[src/rtl/seg_time_display_pkg.sv]
// Shared constants for the HH.MM.SS seven-segment display: font, digit positions,
// conversion FSM encoding and the font lookup.
package seg_time_display_pkg;

  typedef enum logic [1:0] {
    ST_IDLE   = 2'd0,
    ST_SHIFT  = 2'd1,
    ST_COMMIT = 2'd2
  } conv_state_t;

  localparam int unsigned NUM_DIGITS = 6;
  localparam int unsigned DD_ITERS   = 6;

  // Active-low {dp,g,f,e,d,c,b,a}; dp is left off here and applied per digit.
  localparam logic [7:0] SEG_0     = 8'hC0;
  localparam logic [7:0] SEG_1     = 8'hF9;
  localparam logic [7:0] SEG_2     = 8'hA4;
  localparam logic [7:0] SEG_3     = 8'hB0;
  localparam logic [7:0] SEG_4     = 8'h99;
  localparam logic [7:0] SEG_5     = 8'h92;
  localparam logic [7:0] SEG_6     = 8'h82;
  localparam logic [7:0] SEG_7     = 8'hF8;
  localparam logic [7:0] SEG_8     = 8'h80;
  localparam logic [7:0] SEG_9     = 8'h90;
  localparam logic [7:0] SEG_BLANK = 8'hFF;

  localparam logic [2:0] DIG_SEC_ONES  = 3'd0;
  localparam logic [2:0] DIG_SEC_TENS  = 3'd1;
  localparam logic [2:0] DIG_MIN_ONES  = 3'd2;
  localparam logic [2:0] DIG_MIN_TENS  = 3'd3;
  localparam logic [2:0] DIG_HOUR_ONES = 3'd4;
  localparam logic [2:0] DIG_HOUR_TENS = 3'd5;

  function automatic logic [7:0] seg_font(input logic [3:0] digit);
    case (digit)
      4'd0:    seg_font = SEG_0;
      4'd1:    seg_font = SEG_1;
      4'd2:    seg_font = SEG_2;
      4'd3:    seg_font = SEG_3;
      4'd4:    seg_font = SEG_4;
      4'd5:    seg_font = SEG_5;
      4'd6:    seg_font = SEG_6;
      4'd7:    seg_font = SEG_7;
      4'd8:    seg_font = SEG_8;
      4'd9:    seg_font = SEG_9;
      default: seg_font = SEG_BLANK;
    endcase
  endfunction

endpackage

[src/rtl/seg_time_display_if.sv]
// Link between the time counter (master) and the display driver (slave):
// binary time, scan tick, and the board-facing select/segment lines.
interface seg_time_display_if;
  logic [4:0] hour;
  logic [5:0] min;
  logic [5:0] sec;
  logic       flag_scan;
  logic [5:0] sel;
  logic [7:0] seg;

  modport master (output hour, min, sec, flag_scan, input  sel, seg);
  modport slave  (input  hour, min, sec, flag_scan, output sel, seg);
endinterface

[src/rtl/bin6_to_bcd_seq.sv]
// Sequential double-dabble for a 6-bit value: loads on i_start, then one
// add-3/shift iteration per clock; o_done rises after the last iteration.
module bin6_to_bcd_seq
  import seg_time_display_pkg::*;
(
  input  logic       clk,
  input  logic       rstn,
  input  logic       i_start,
  input  logic [5:0] i_bin,
  output logic       o_done,
  output logic [7:0] o_bcd
);

  logic [5:0] r_bin;
  logic [7:0] r_bcd;
  logic [2:0] r_cnt;
  logic       r_done;
  logic [7:0] w_adj;

  // NOTE: defaulting every comb output first keeps all paths assigned, so no latch.
  always_comb begin
    w_adj = r_bcd;
    if (r_bcd[3:0] >= 4'd5) w_adj[3:0] = r_bcd[3:0] + 4'd3;
    if (r_bcd[7:4] >= 4'd5) w_adj[7:4] = r_bcd[7:4] + 4'd3;
  end

  // NOTE: non-blocking assignments so every flop samples pre-edge values.
  always_ff @(posedge clk or negedge rstn) begin
    if (!rstn) begin
      r_bin  <= '0;
      r_bcd  <= '0;
      r_cnt  <= '0;
      r_done <= 1'b0;
    end else if (i_start) begin
      r_bin  <= i_bin;
      r_bcd  <= '0;
      r_cnt  <= 3'(DD_ITERS);
      r_done <= 1'b0;
    end else if (r_cnt != 3'd0) begin
      {r_bcd, r_bin} <= {w_adj, r_bin} << 1;
      r_cnt          <= r_cnt - 3'd1;
      r_done         <= (r_cnt == 3'd1);
    end
  end

  assign o_done = r_done;
  assign o_bcd  = r_bcd;

endmodule

[src/rtl/seg_time_display.sv]
// Six-digit multiplexed common-anode display for HH.MM.SS: converts a captured
// time into a held BCD image, then scans one digit per tick with de-ghost blanking.
module seg_time_display
  import seg_time_display_pkg::*;
#(
  parameter int unsigned BLANK_CYCLES  = 4,
  parameter bit          HOUR_LZ_BLANK = 1'b1,
  parameter bit          DP_BLINK      = 1'b1
) (
  input logic               clk,
  input logic               rstn,
  seg_time_display_if.slave bus
);

  conv_state_t r_state, w_next_state;
  logic        w_start, w_commit;
  logic        w_done_hour, w_done_min, w_done_sec;
  logic [7:0]  w_bcd_hour, w_bcd_min, w_bcd_sec;

  logic [NUM_DIGITS-1:0][3:0] r_image;
  logic [2:0]  r_idx;
  logic [3:0]  r_blank;
  logic        r_scan_on;
  logic [3:0]  w_digit;
  logic [5:0]  w_sel, r_sel;
  logic [7:0]  w_seg, r_seg;

  always_ff @(posedge clk or negedge rstn) begin
    if (!rstn) r_state <= ST_IDLE;
    else       r_state <= w_next_state;
  end

  always_comb begin
    w_next_state = r_state;
    case (r_state)
      ST_IDLE:   if (bus.flag_scan) w_next_state = ST_SHIFT;
      ST_SHIFT:  if (w_done_hour && w_done_min && w_done_sec) w_next_state = ST_COMMIT;
      ST_COMMIT: w_next_state = ST_IDLE;
      default:   w_next_state = ST_IDLE;
    endcase
  end

  always_comb begin
    w_start  = (r_state == ST_IDLE) && bus.flag_scan;
    w_commit = (r_state == ST_COMMIT);
  end

  // The converters' load registers are the input snapshot.
  bin6_to_bcd_seq u_bcd_hour (.clk(clk), .rstn(rstn), .i_start(w_start),
    .i_bin({1'b0, bus.hour}), .o_done(w_done_hour), .o_bcd(w_bcd_hour));
  bin6_to_bcd_seq u_bcd_min  (.clk(clk), .rstn(rstn), .i_start(w_start),
    .i_bin(bus.min), .o_done(w_done_min), .o_bcd(w_bcd_min));
  bin6_to_bcd_seq u_bcd_sec  (.clk(clk), .rstn(rstn), .i_start(w_start),
    .i_bin(bus.sec), .o_done(w_done_sec), .o_bcd(w_bcd_sec));

  // NOTE: the image is a tiny register file that must read as zeros after reset, so unlike a RAM it is reset.
  always_ff @(posedge clk or negedge rstn) begin
    if (!rstn)         r_image <= '0;
    else if (w_commit) r_image <= {w_bcd_hour, w_bcd_min, w_bcd_sec};
  end

  always_ff @(posedge clk or negedge rstn) begin
    if (!rstn) begin
      r_idx     <= DIG_SEC_ONES;
      r_blank   <= '0;
      r_scan_on <= 1'b0;
    end else if (bus.flag_scan) begin
      r_idx     <= (r_idx == DIG_HOUR_TENS) ? DIG_SEC_ONES : r_idx + 3'd1;
      r_blank   <= 4'(BLANK_CYCLES);
      r_scan_on <= 1'b1;
    end else if (r_blank != 4'd0) begin
      r_blank <= r_blank - 4'd1;
    end
  end

  // Seconds-ones parity equals sec[0] of the committed snapshot, so it drives the dot blink.
  always_comb begin
    w_digit = r_image[r_idx];
    w_sel   = '1;
    w_seg   = SEG_BLANK;
    if (r_scan_on && (r_blank == 4'd0)) begin
      w_sel[r_idx] = 1'b0;
      w_seg        = seg_font(w_digit);
      if (HOUR_LZ_BLANK && (r_idx == DIG_HOUR_TENS) && (w_digit == 4'd0))
        w_seg = SEG_BLANK;
      if (((r_idx == DIG_HOUR_ONES) || (r_idx == DIG_MIN_ONES)) &&
          (!DP_BLINK || !r_image[DIG_SEC_ONES][0]))
        w_seg[7] = 1'b0;
    end
  end

  always_ff @(posedge clk or negedge rstn) begin
    if (!rstn) begin
      r_sel <= '1;
      r_seg <= SEG_BLANK;
    end else begin
      r_sel <= w_sel;
      r_seg <= w_seg;
    end
  end

  assign bus.sel = r_sel;
  assign bus.seg = r_seg;

endmodule
[src/flat_wrapper.sv]
// flat-port wrapper written by rule: the top's interface ports become plain ports
module seg_time_display_flat import seg_time_display_pkg::*;
#(
  parameter int unsigned BLANK_CYCLES  = 4,
  parameter bit          HOUR_LZ_BLANK = 1'b1,
  parameter bit          DP_BLINK      = 1'b1
)
  (clk, rstn, bus_hour, bus_min, bus_sec, bus_flag_scan, bus_sel, bus_seg);
  seg_time_display_if bus_i ();
  input logic clk;
  input logic rstn;
  input wire logic [$bits(bus_i.hour)-1:0] bus_hour;
  input wire logic [$bits(bus_i.min)-1:0] bus_min;
  input wire logic [$bits(bus_i.sec)-1:0] bus_sec;
  input wire logic [$bits(bus_i.flag_scan)-1:0] bus_flag_scan;
  output wire logic [$bits(bus_i.sel)-1:0] bus_sel;
  output wire logic [$bits(bus_i.seg)-1:0] bus_seg;
  assign bus_i.hour = bus_hour;
  assign bus_i.min = bus_min;
  assign bus_i.sec = bus_sec;
  assign bus_i.flag_scan = bus_flag_scan;
  assign bus_sel = bus_i.sel;
  assign bus_seg = bus_i.seg;
  seg_time_display #(.BLANK_CYCLES(BLANK_CYCLES), .HOUR_LZ_BLANK(HOUR_LZ_BLANK), .DP_BLINK(DP_BLINK)) u_core (.clk(clk), .rstn(rstn), .bus(bus_i));
endmodule
[config.mk]
export PLATFORM = sky130hd
export DESIGN_NAME = seg_time_display_flat
export DESIGN_NICKNAME = d
export VERILOG_FILES = /design/src/rtl/seg_time_display_pkg.sv /design/src/rtl/seg_time_display_if.sv /design/src/rtl/bin6_to_bcd_seq.sv /design/src/rtl/seg_time_display.sv /design/src/flat_wrapper.sv
export SDC_FILE = /design/constraint.sdc
export NUM_CORES = 1
export LEC_CHECK = 0
export CORE_AREA = 4 4 140 142
export CTS_BUF_LIST = sky130_fd_sc_hd__clkbuf_8
export CTS_CLUSTER_SIZE = 16
export DETAILED_ROUTE_END_ITERATION = 10
export DIE_AREA = 0 0 144 146
export PLACE_DENSITY = 0.51
export RECOVER_POWER = 50
export SETUP_SLACK_MARGIN = 0.02
export SLEW_MARGIN = 20
export SYNTH_ARGS = -nofsm -noshare
export SYNTH_HDL_FRONTEND = slang
export SYNTH_HIERARCHICAL = 1
export SYNTH_SLANG_ARGS = --single-unit
[constraint.sdc]
create_clock -name clk -period 4.7 [get_ports clk]
set_clock_uncertainty 0.2 [all_clocks]
set_input_delay 0.94 -clock clk [delete_from_list [all_inputs] [get_ports clk]]
set_output_delay 0.94 -clock clk [all_outputs]
set_load 0.01 [all_outputs]
==> flow_summary.toml, run 1 <==
[outcome]
outcome = "finished with violations"
violations = "max-capacitance violations, max-slew violations"

[clock_tree]
clk_path_buf_depth = 2
cts_hold_buffers = 0
cts_tree = "built"
path_clk_slew_ns = 0.09
cts.htree.levels = 3
cts.repair.resized = 0
clock_latency_ns = 0.38
clock_sinks = 102
post_cts_buffers = 0
cts_buffers = 9
cts_root_buf = "clkbuf_8"

[grt]
grtUsageMet3 = 0.0312
overflow = 0
grt_busiest_layer = "met2"
grt_max_degree = 91
antenna_found_initial = 0
grt_use_met2 = 0.173
met1_usage = 0.133
grt_pass1_vias = 3724
grt_pass1_wl_um = 18100
grtUsageTotal = 0.105

[critical_path]
crit_type = "reg2reg"
start_kind = "flip-flop"
crit_path_end_kind = "flip-flop"
cp_cell_sequence = "mux2i_1, o22ai_1, nor2_1, inv_1, ha_1, or3_1, o211ai_1, a21oi_1, or3b_1"
crit_buf_inv = 1
cp_max_fo = 18
cp_slowest_cell = "dfrtp_1"
max_stage_delay_ns = 0.84
cp_data_required_time_ns = 4.79
crit_start = "u_core/r_idx[0]$_DFFE_PN0P_"
critical-path-top-delay-family = "simple AND/OR/NAND/NOR gates"
r2r_start = "u_core/r_idx[0]$_DFFE_PN0P_"
cp.arrival_ns = 3.29

[synthesis]
synthArstFlopShare = 1.00
synth_edf_count = 0
postSynthAreaPerCell_sq_um = 10.6
synth-seq-cells = 102
yosys.cell_types.count = 49
yosys_most_used_dff = "dfrtp_1"
syn-num-nets = 559
ys_seq_area_frac = 0.473
yosysWarnings = 6
syn_area_sq_mm = 0.00543
synthCells = 511

[timing]
worst_slew_pin_slew_ns = 2.04
fin_crit_ns = 3.20
setup_viol = 0
rsz0062_at_grt = "false"
period_share = 0.681
hold_viol_final = 0
maxSlewHeadroom = -0.362
fmax_mhz = 313
drv_slew = 110
setup_tns_ns = 0

[cells_and_area]
final_common_cell = "dfrtp_1"
syn2layout_area_growth_pct = 12.3
antenna_cells = 0
fin_nets = 579
final_cell_mix = "dfrtp_1 (88), nand2_1 (45), inv_1 (40)"
final_cell_area_sq_mm = 0.00610
drive_gt1_frac = 0.155

[routing]
first_pass_iters = 4
postRouteAntennaNets = 0
first_iter_violations = 176
wl_per_cell_um = 13.3
drt-total-wl_um = 10300
post_drt_via_cell_ratio = 4.76
drc = 0
vias = 3666

[pwr]
total_power_mw = 3.15
leakagePower_nw = 2.73
peakVddDrop_mv = 0.163
powerDensity_mw_per_mm2 = 516

[floorplan]
rows = 50
coreArea_sq_mm = 0.0185
start_util = 0.294
dieArea_sq_mm = 0.0210
design.portCount = 34
die_h_um = 146
die-width_um = 144

[placement]
hpwl_um = 7060
portBuffers = 33
place_congestion = 0.797
post_dp_cell_area_sq_mm = 0.00591

[worst_hold_path]
holdCritStartpoint = "u_core/u_bcd_min/r_cnt[1]$_DFFE_PN0P_"
min_path_type = "reg2reg"

[job]
drv_cap = 2
## area by class of cell
type | count | area [sq um]
Clock buffer | 9 | 124
Sequential cell | 102 | 2570
Inverter | 39 | 146
Tap cell | 234 | 293
Clock inverter | 7 | 72.6
Fill cell | 1838 | 12400
Timing Repair Buffer | 35 | 337
Multi-Input combinational cell | 344 | 2560
## cell usage after synthesis, drive strengths merged (7+ instances only)
cell     number  area [sq um]
nand3        11          55.1
nor2b        27           169
clkbuf       16          93.8
ha           28           350
a21oi        20           100
mux2         29           330
or3          20           125
o2111ai      12           105
nand2        45           169
o211ai       13           128
xnor2         7          61.3
dfrtp        88          2200
dfstp        14           368
mux2i        26           260
o21a          7          52.6
inv          39           146
nor2         23          86.3
o21ai        32           164
buf          10          75.1
## kinds of logic (layout without fill, tap and decap cells)
kind of cell	Yosys count	count (layout)	synth area share
fa+ha+maj	28	28	0.0645
xor+xnor	8	8	0.0129
simple gates	147	147	0.137
flops	102	102	0.473
mux	56	56	0.113
other cells	1	1	0.000690
compound gates	104	104	0.141
buf+inv	65	90	0.0580
## flip-flops by register name, summed over array words and instances (netlist names)
register,flops
u_core/u_bcd_min/r_bin,6
u_core/bus.seg,8
u_core/r_blank,4
u_core/u_bcd_hour/o_done,1
u_core/u_bcd_min/o_bcd,8
u_core/u_bcd_hour/r_bin,6
u_core/u_bcd_min/r_cnt,3
u_core/u_bcd_min/o_done,1
u_core/u_bcd_sec/r_cnt,3
u_core/bus.sel,6
u_core/r_idx,3
u_core/u_bcd_sec/o_done,1
u_core/u_bcd_sec/r_bin,6
u_core/u_bcd_hour/r_cnt,3
u_core/u_bcd_sec/o_bcd,8
u_core/r_scan_on,1
u_core/r_state,2
u_core/r_image,24
u_core/u_bcd_hour/o_bcd,8
## worst paths after layout
path / to / slack [ns] / cells after the start
max: u_core/bus.seg[5]$_DFF_PN1_ / 1.50 / 9
min: u_core/u_bcd_min/r_cnt[1]$_DFFE_PN0P_ / 0.29 / 1
max reg2reg: u_core/bus.seg[5]$_DFF_PN1_ / 1.50 / 9
min reg2reg: u_core/u_bcd_min/r_cnt[1]$_DFFE_PN0P_ / 0.29 / 1
max in group asynchronous: u_core/u_bcd_hour/o_done$_DFFE_PN0P_ / 1.57 / 2
min in group asynchronous: u_core/r_image[0]$_DFFE_PN0N_ / 0.95 / 1
## per-stage QoR
| stage | hold slack [ns] | instances | worst slack (ns) | util |
|---|---|---|---|---|
| after global placement | 0.269 | 754 | 1.43 | 0.320 |
| after detailed placement | 0.276 | 754 | 1.39 | 0.320 |
| after global routing | 0.322 | 770 | 1.00 | 0.331 |
| after CTS | 0.300 | 770 | 1.50 | 0.331 |
| final | 0.295 | 770 | 1.50 | 0.331 |
| after floorplan | 0.242 | 511 | 1.96 | - |
## where the power goes
part | switching (mW) | internal, mW | leakage [nW]
clock network | 0.308 | 0.248 | 0.101
logic | 0.682 | 0.592 | 1.32
registers | 0.206 | 1.11 | 1.30
## worst reg2reg max path, cell delays in order, from the launching register on
cell and delay, ns:
dfrtp_1 0.84, mux2i_1 0.27, o22ai_1 0.09, nor2_1 0.32, inv_1 0.17, ha_1 0.26, or3_1 0.39, o211ai_1 0.12
a21oi_1 0.06, or3b_1 0.39
## layer usage
metal  wire [um]  up-vias
met5           0        -
met4         112        0
met3         354        6
met2        4970       46
met1        4820     1790
li1            -     1824
(Power assumes the default switching activity.)
==> run 2: changes to the inputs <==
PLACE_DENSITY = 0.52   (was 0.51)
clock period = 2.75 ns   (was 4.7 ns; I/O delays follow)
==> run 2 against run 1 <==
  * The flow now finishes without violations
  * Sequential share of layout area fell by 1.1 points
  * Fmax rose by 25%
  * Critical path depth did not move
  * Register-to-register slack got worse by 1.3 ns
  * Wire length rose by 2.5%
  * Hold slack got worse by 0.016 ns
  * Flip-flop and latch count did not move
  * Power rose by 80%
  * Combinational power rose by 82%
  * Worst setup slack got worse by 1.3 ns
  * Via count rose by 1.7%
  * Global-route usage rose by 0.18 points
  * Largest cell class unchanged
  * Largest power group is now combinational logic
==> flow_summary.toml, run 2 (synthesized netlist as in run 1, its figures left out) <==
[outcome]
outcome = "finished clean"

[critical_path]
worst_r2r_path_depth = 9
crit_path_end_kind = "flip-flop"
crit_type = "reg2reg"
max_stage_delay_ns = 0.51
crit_buf_inv = 1
cp_max_fo = 10
cp.arrival_ns = 2.64
critical-path-top-delay-family = "simple AND/OR/NAND/NOR gates"
worst-path-stages = 9
start_kind = "flip-flop"
cp_data_required_time_ns = 2.84
cp_cell_sequence = "mux2i_1, o22ai_1, nor2_1, inv_1, ha_1, or3_1, o211ai_1, a21oi_1, or3b_1"
cp_slowest_cell = "dfrtp_2"

[clock_tree]
clock_sinks = 102
path_clk_slew_ns = 0.09
cts.htree.levels = 3
clk_path_buf_depth = 2
cts_root_buf = "clkbuf_8"
cts_buffers = 9
cts_tree = "built"
clock_latency_ns = 0.38

[floorplan]
dieArea_sq_mm = 0.0210
die_h_um = 146
coreArea_sq_mm = 0.0185
start_util = 0.294
die-width_um = 144
rows = 50
design.portCount = 34

[placement]
place_congestion = 0.820
portBuffers = 33
hpwl_um = 7350

[cells_and_area]
multi_input_area_sq_mm = 0.00255
final_common_cell = "dfrtp_1"
drive_gt1_frac = 0.174
fin_nets = 595
antenna_cells = 0
syn2layout_area_growth_pct = 15.4
fill_cells = 1846
largest_register_ff_count = 24
final_cell_mix = "dfrtp_1 (85), nand2_1 (45), inv_1 (40)"
register_area_sq_mm = 0.00257
top_register = "u_core/r_image"

[timing]
rsz0062_at_grt = "false"
fin_crit_ns = 2.55
setup_viol = 0
setup_tns_ns = 0
hold_viol_final = 0
fmax_mhz = 392
maxSlewHeadroom = 0.160
drv_slew = 0
worst_slew_pin_slew_ns = 1.26
period_share = 0.928

[routing]
vias = 3730
drt-total-wl_um = 10500
wl_per_cell_um = 13.4
drc = 0
wl_met1_um = 5010
wl_met2_um = 5060
first_pass_iters = 5
post_drt_via_cell_ratio = 4.75
dr_wl_met3_um = 322
first_iter_violations = 289
top_layer = "met4"
postRouteAntennaNets = 0

[grt]
grtUsageTotal = 0.106
grt_pass1_vias = 3799
grt_pass1_wl_um = 18300
grt_max_degree = 74
antenna_found_initial = 0
overflow = 0

[pwr]
p_sw_mw = 2.06
swShare = 0.365
internal-power_mw = 3.59
total_power_mw = 5.65
leakagePower_nw = 2.82
combPwrFrac = 0.409
p_seq_frac = 0.392
clkPwrFrac = 0.198
powerDensity_mw_per_mm2 = 902
peakVddDrop_mv = 0.336

[job]
drv_cap = 0

[worst_hold_path]
min_delay_path_depth = 1
min_path_type = "reg2reg"
run 2: layer usage:
metal / global-route usage / up-vias
met4: 0.0287 / 0
met3: 0.0283 / 8
met2: 0.174 / 52
met5: 0 / -
li1: - / 1853
met1: 0.138 / 1817
run 2: area by class of cell:
| class | instances | share of cell area |
|---|---|---|
| clock buffers | 9 | 0.0198 |
| well taps | 234 | 0.0467 |
| clock inverters | 7 | 0.0180 |
| inverters | 39 | 0.0234 |
| flip-flops and latches | 102 | 0.411 |
| repair buffers | 51 | 0.0747 |
| multi-input cells | 344 | 0.407 |
run 2: path summary, 6_finish.rpt:
| path | from | slack (ns) | end |
|---|---|---|---|
| max reg2reg | u_core/r_idx[0]$_DFFE_PN0P_ | 0.20 | u_core/bus.seg[5]$_DFF_PN1_ |
| max in group asynchronous | rstn | 0.57 | u_core/u_bcd_hour/r_bin[1]$_DFFE_PN0P_ |
| min | u_core/r_state[1]$_DFFE_PN0P_ | 0.28 | u_core/r_state[0]$_DFFE_PN0P_ |
| min reg2reg | u_core/r_state[1]$_DFFE_PN0P_ | 0.28 | u_core/r_state[0]$_DFFE_PN0P_ |
| max | u_core/r_idx[0]$_DFFE_PN0P_ | 0.20 | u_core/bus.seg[5]$_DFF_PN1_ |
| min in group asynchronous | rstn | 0.68 | u_core/u_bcd_min/o_bcd[0]$_DFFE_PN0P_ |
run 2: power groups by stage:
stage / Clock (mW) / Sequential [mW] / Combinational, mW
after floorplan: 0 / 2.14 / 1.88
after global placement: 0 / 2.24 / 2.24
after detailed placement: 0 / 2.25 / 2.31
after CTS: 1.18 / 2.22 / 2.32
after global routing: 1.23 / 2.28 / 2.63
final: 1.12 / 2.22 / 2.31
run 2: metrics by stage:
| step | instances | worst slack [ns] | hold slack [ns] | utilization | cell area [sq um] |
|---|---|---|---|---|---|
| after global placement | 767 | 0.177 | 0.268 | 0.327 | 6030 |
| after floorplan | 511 | 0.101 | 0.0544 | - | 5440 |
| after global routing | 786 | 0.0246 | 0.309 | 0.340 | 6270 |
| final | 786 | 0.199 | 0.279 | 0.340 | 6270 |
| after CTS | 784 | 0.0636 | 0.294 | 0.340 | 6280 |
| after detailed placement | 767 | 0.0850 | 0.271 | 0.327 | 6030 |
run 2: repair_timing:
item                                   CTS  global route
setup buffers                            0             2
setup endpoints to repair                0             3
resized for setup                        0             3
endpoints found under the hold margin   25             0
hold buffers                             1             0
==> run 3: changes to the inputs <==
CORE_AREA = 2 2 138 140   (was 4 4 140 142)
DIE_AREA = 0 0 140 142   (was 0 0 144 146)
==> run 3 against run 2 <==
  * Non-clock buffer count up 3
  * Largest power group unchanged
  * The flow now finishes with violations (design-rule violations)
  * Final area down 0.62%
  * Clock-buffer cell count up 1
  * Global-route usage up 0.58 points
  * Worst setup slack better by 0.012 ns
  * Power down 4.4%
==> flow_summary.toml, run 3 (synthesized netlist as in run 1, its figures left out) <==
[cells_and_area]
drive_gt1_frac = 0.184
final_cell_area_sq_mm = 0.00623
top_register = "u_core/r_image"
fin_nets = 598
final_cell_mix = "dfrtp_1 (85), nand2_1 (45), inv_1 (38)"
stdcell_count = 789
fin_util = 0.338
largest_register_ff_count = 24
antenna_cells = 0
syn2layout_area_growth_pct = 14.7
final_common_cell = "dfrtp_1"
fill_cells = 1845

[floorplan]
die_h_um = 142
design.portCount = 34
coreArea_sq_mm = 0.0185
dieArea_sq_mm = 0.0199
die-width_um = 140
rows = 50
start_util = 0.294

[timing]
drv_slew = 0
setup_tns_ns = 0
maxSlewHeadroom = 0.188
rsz0062_at_grt = "false"
worst_slew_pin_slew_ns = 1.22
hold_viol_final = 0
fmax_mhz = 394
setup_viol = 0
timing.final.ws_setup_ns = 0.212
period_share = 0.923
whs_ns = 0.292
fin_crit_ns = 2.54

[placement]
post_dp_cell_area_sq_mm = 0.00604
post-place-ws_ns = 0.128
hpwl_um = 7260
dp.cells = 768
place_congestion = 0.878
portBuffers = 33

[critical_path]
start_kind = "flip-flop"
cp_data_required_time_ns = 2.85
crit_path_end_kind = "flip-flop"
cp.arrival_ns = 2.64
crit_type = "reg2reg"
cp_max_fo = 6

[grt]
grt_pass1_vias = 3804
antenna_found_initial = 0
grt_max_degree = 91
overflow = 0
grtUsageTotal = 0.112
grt_pass1_wl_um = 18200

[routing]
wl_per_cell_um = 13.1
vias = 3734
first_iter_violations = 189
postRouteAntennaNets = 0
post_drt_via_cell_ratio = 4.73
drt-total-wl_um = 10300
drc = 4
first_pass_iters = 10

[clock_tree]
clock_latency_ns = 0.38
cts_root_buf = "clkbuf_8"
clk_path_buf_depth = 2
path_clk_slew_ns = 0.10
cts.htree.levels = 3
clock_sinks = 102
cts_buffers = 9
cts_tree = "built"

[outcome]
outcome = "finished with violations"
violations = "design-rule violations"

[job]
drv_cap = 0

[pwr]
leakagePower_nw = 2.78
peakVddDrop_mv = 0.245
total_power_mw = 5.40
powerDensity_mw_per_mm2 = 867

[worst_hold_path]
min_path_type = "reg2reg"
run 3: cell count changes in the layout (fill, tap and decap cells not counted), moves of 2 or more:
cell / before / now
buf_4: 12 / 15
bufinv_16: 3 / 0
clkinvlp_4: 0 / 3
inv_1: 40 / 38
run 3: worst paths after layout:
check | cells past startpoint | slack [ns] | to | start
worst max-delay path | 11 | 0.21 | u_core/bus.seg[4]$_DFF_PN1_ | u_core/r_idx[0]$_DFFE_PN0P_
worst min-delay path | 1 | 0.29 | u_core/r_scan_on$_DFFE_PN0P_ | u_core/r_scan_on$_DFFE_PN0P_
worst max register to register | 11 | 0.21 | u_core/bus.seg[4]$_DFF_PN1_ | u_core/r_idx[0]$_DFFE_PN0P_
worst min register to register | 1 | 0.29 | u_core/r_scan_on$_DFFE_PN0P_ | u_core/r_scan_on$_DFFE_PN0P_
max in group asynchronous | 3 | 0.65 | u_core/r_blank[3]$_DFFE_PN0P_ | rstn
min in group asynchronous | 2 | 0.43 | u_core/u_bcd_min/r_bin[1]$_DFFE_PN0P_ | rstn
run 3: final cells by class:
cell class | count | area (sq um) | share of cell area
flip-flops and latches | 102 | 2570 | 0.413
multi-input cells | 344 | 2560 | 0.411
repair buffers | 54 | 483 | 0.0775
well taps | 234 | 293 | 0.0470
inverters | 39 | 146 | 0.0235
clock buffers | 10 | 138 | 0.0221
clock inverters | 6 | 37.5 | 0.00603
run 3: what timing repair did:
action                                  CTS  global route
gates resized for setup                   0             4
setup buffers                             0             4
endpoints found under the hold margin    25             0
endpoints found under the setup margin    0             2
hold buffers                              1             0
run 3: layer usage:
layer / routed length [um] / global-route usage
met5: 0 / 0
met4: 204 / 0.0537
met3: 278 / 0.0202
met2: 4930 / 0.186
met1: 4930 / 0.142
run 3: where the power goes:
part / internal, mW / switching (mW)
sequential: 1.90 / 0.296
clock: 0.349 / 0.520
combinational: 1.10 / 1.23
run 3: critical path, cell delays in order, from the launching register on:
cell     delay [ns]
dfrtp_2        0.43
buf_4          0.17
mux2i_1        0.17
o22ai_1        0.09
nor2_1         0.18
buf_4          0.14
buf_4          0.12
ha_1           0.16
nand3_1        0.09
o31a_1         0.32
and2_1         0.21
a32oi_1        0.18
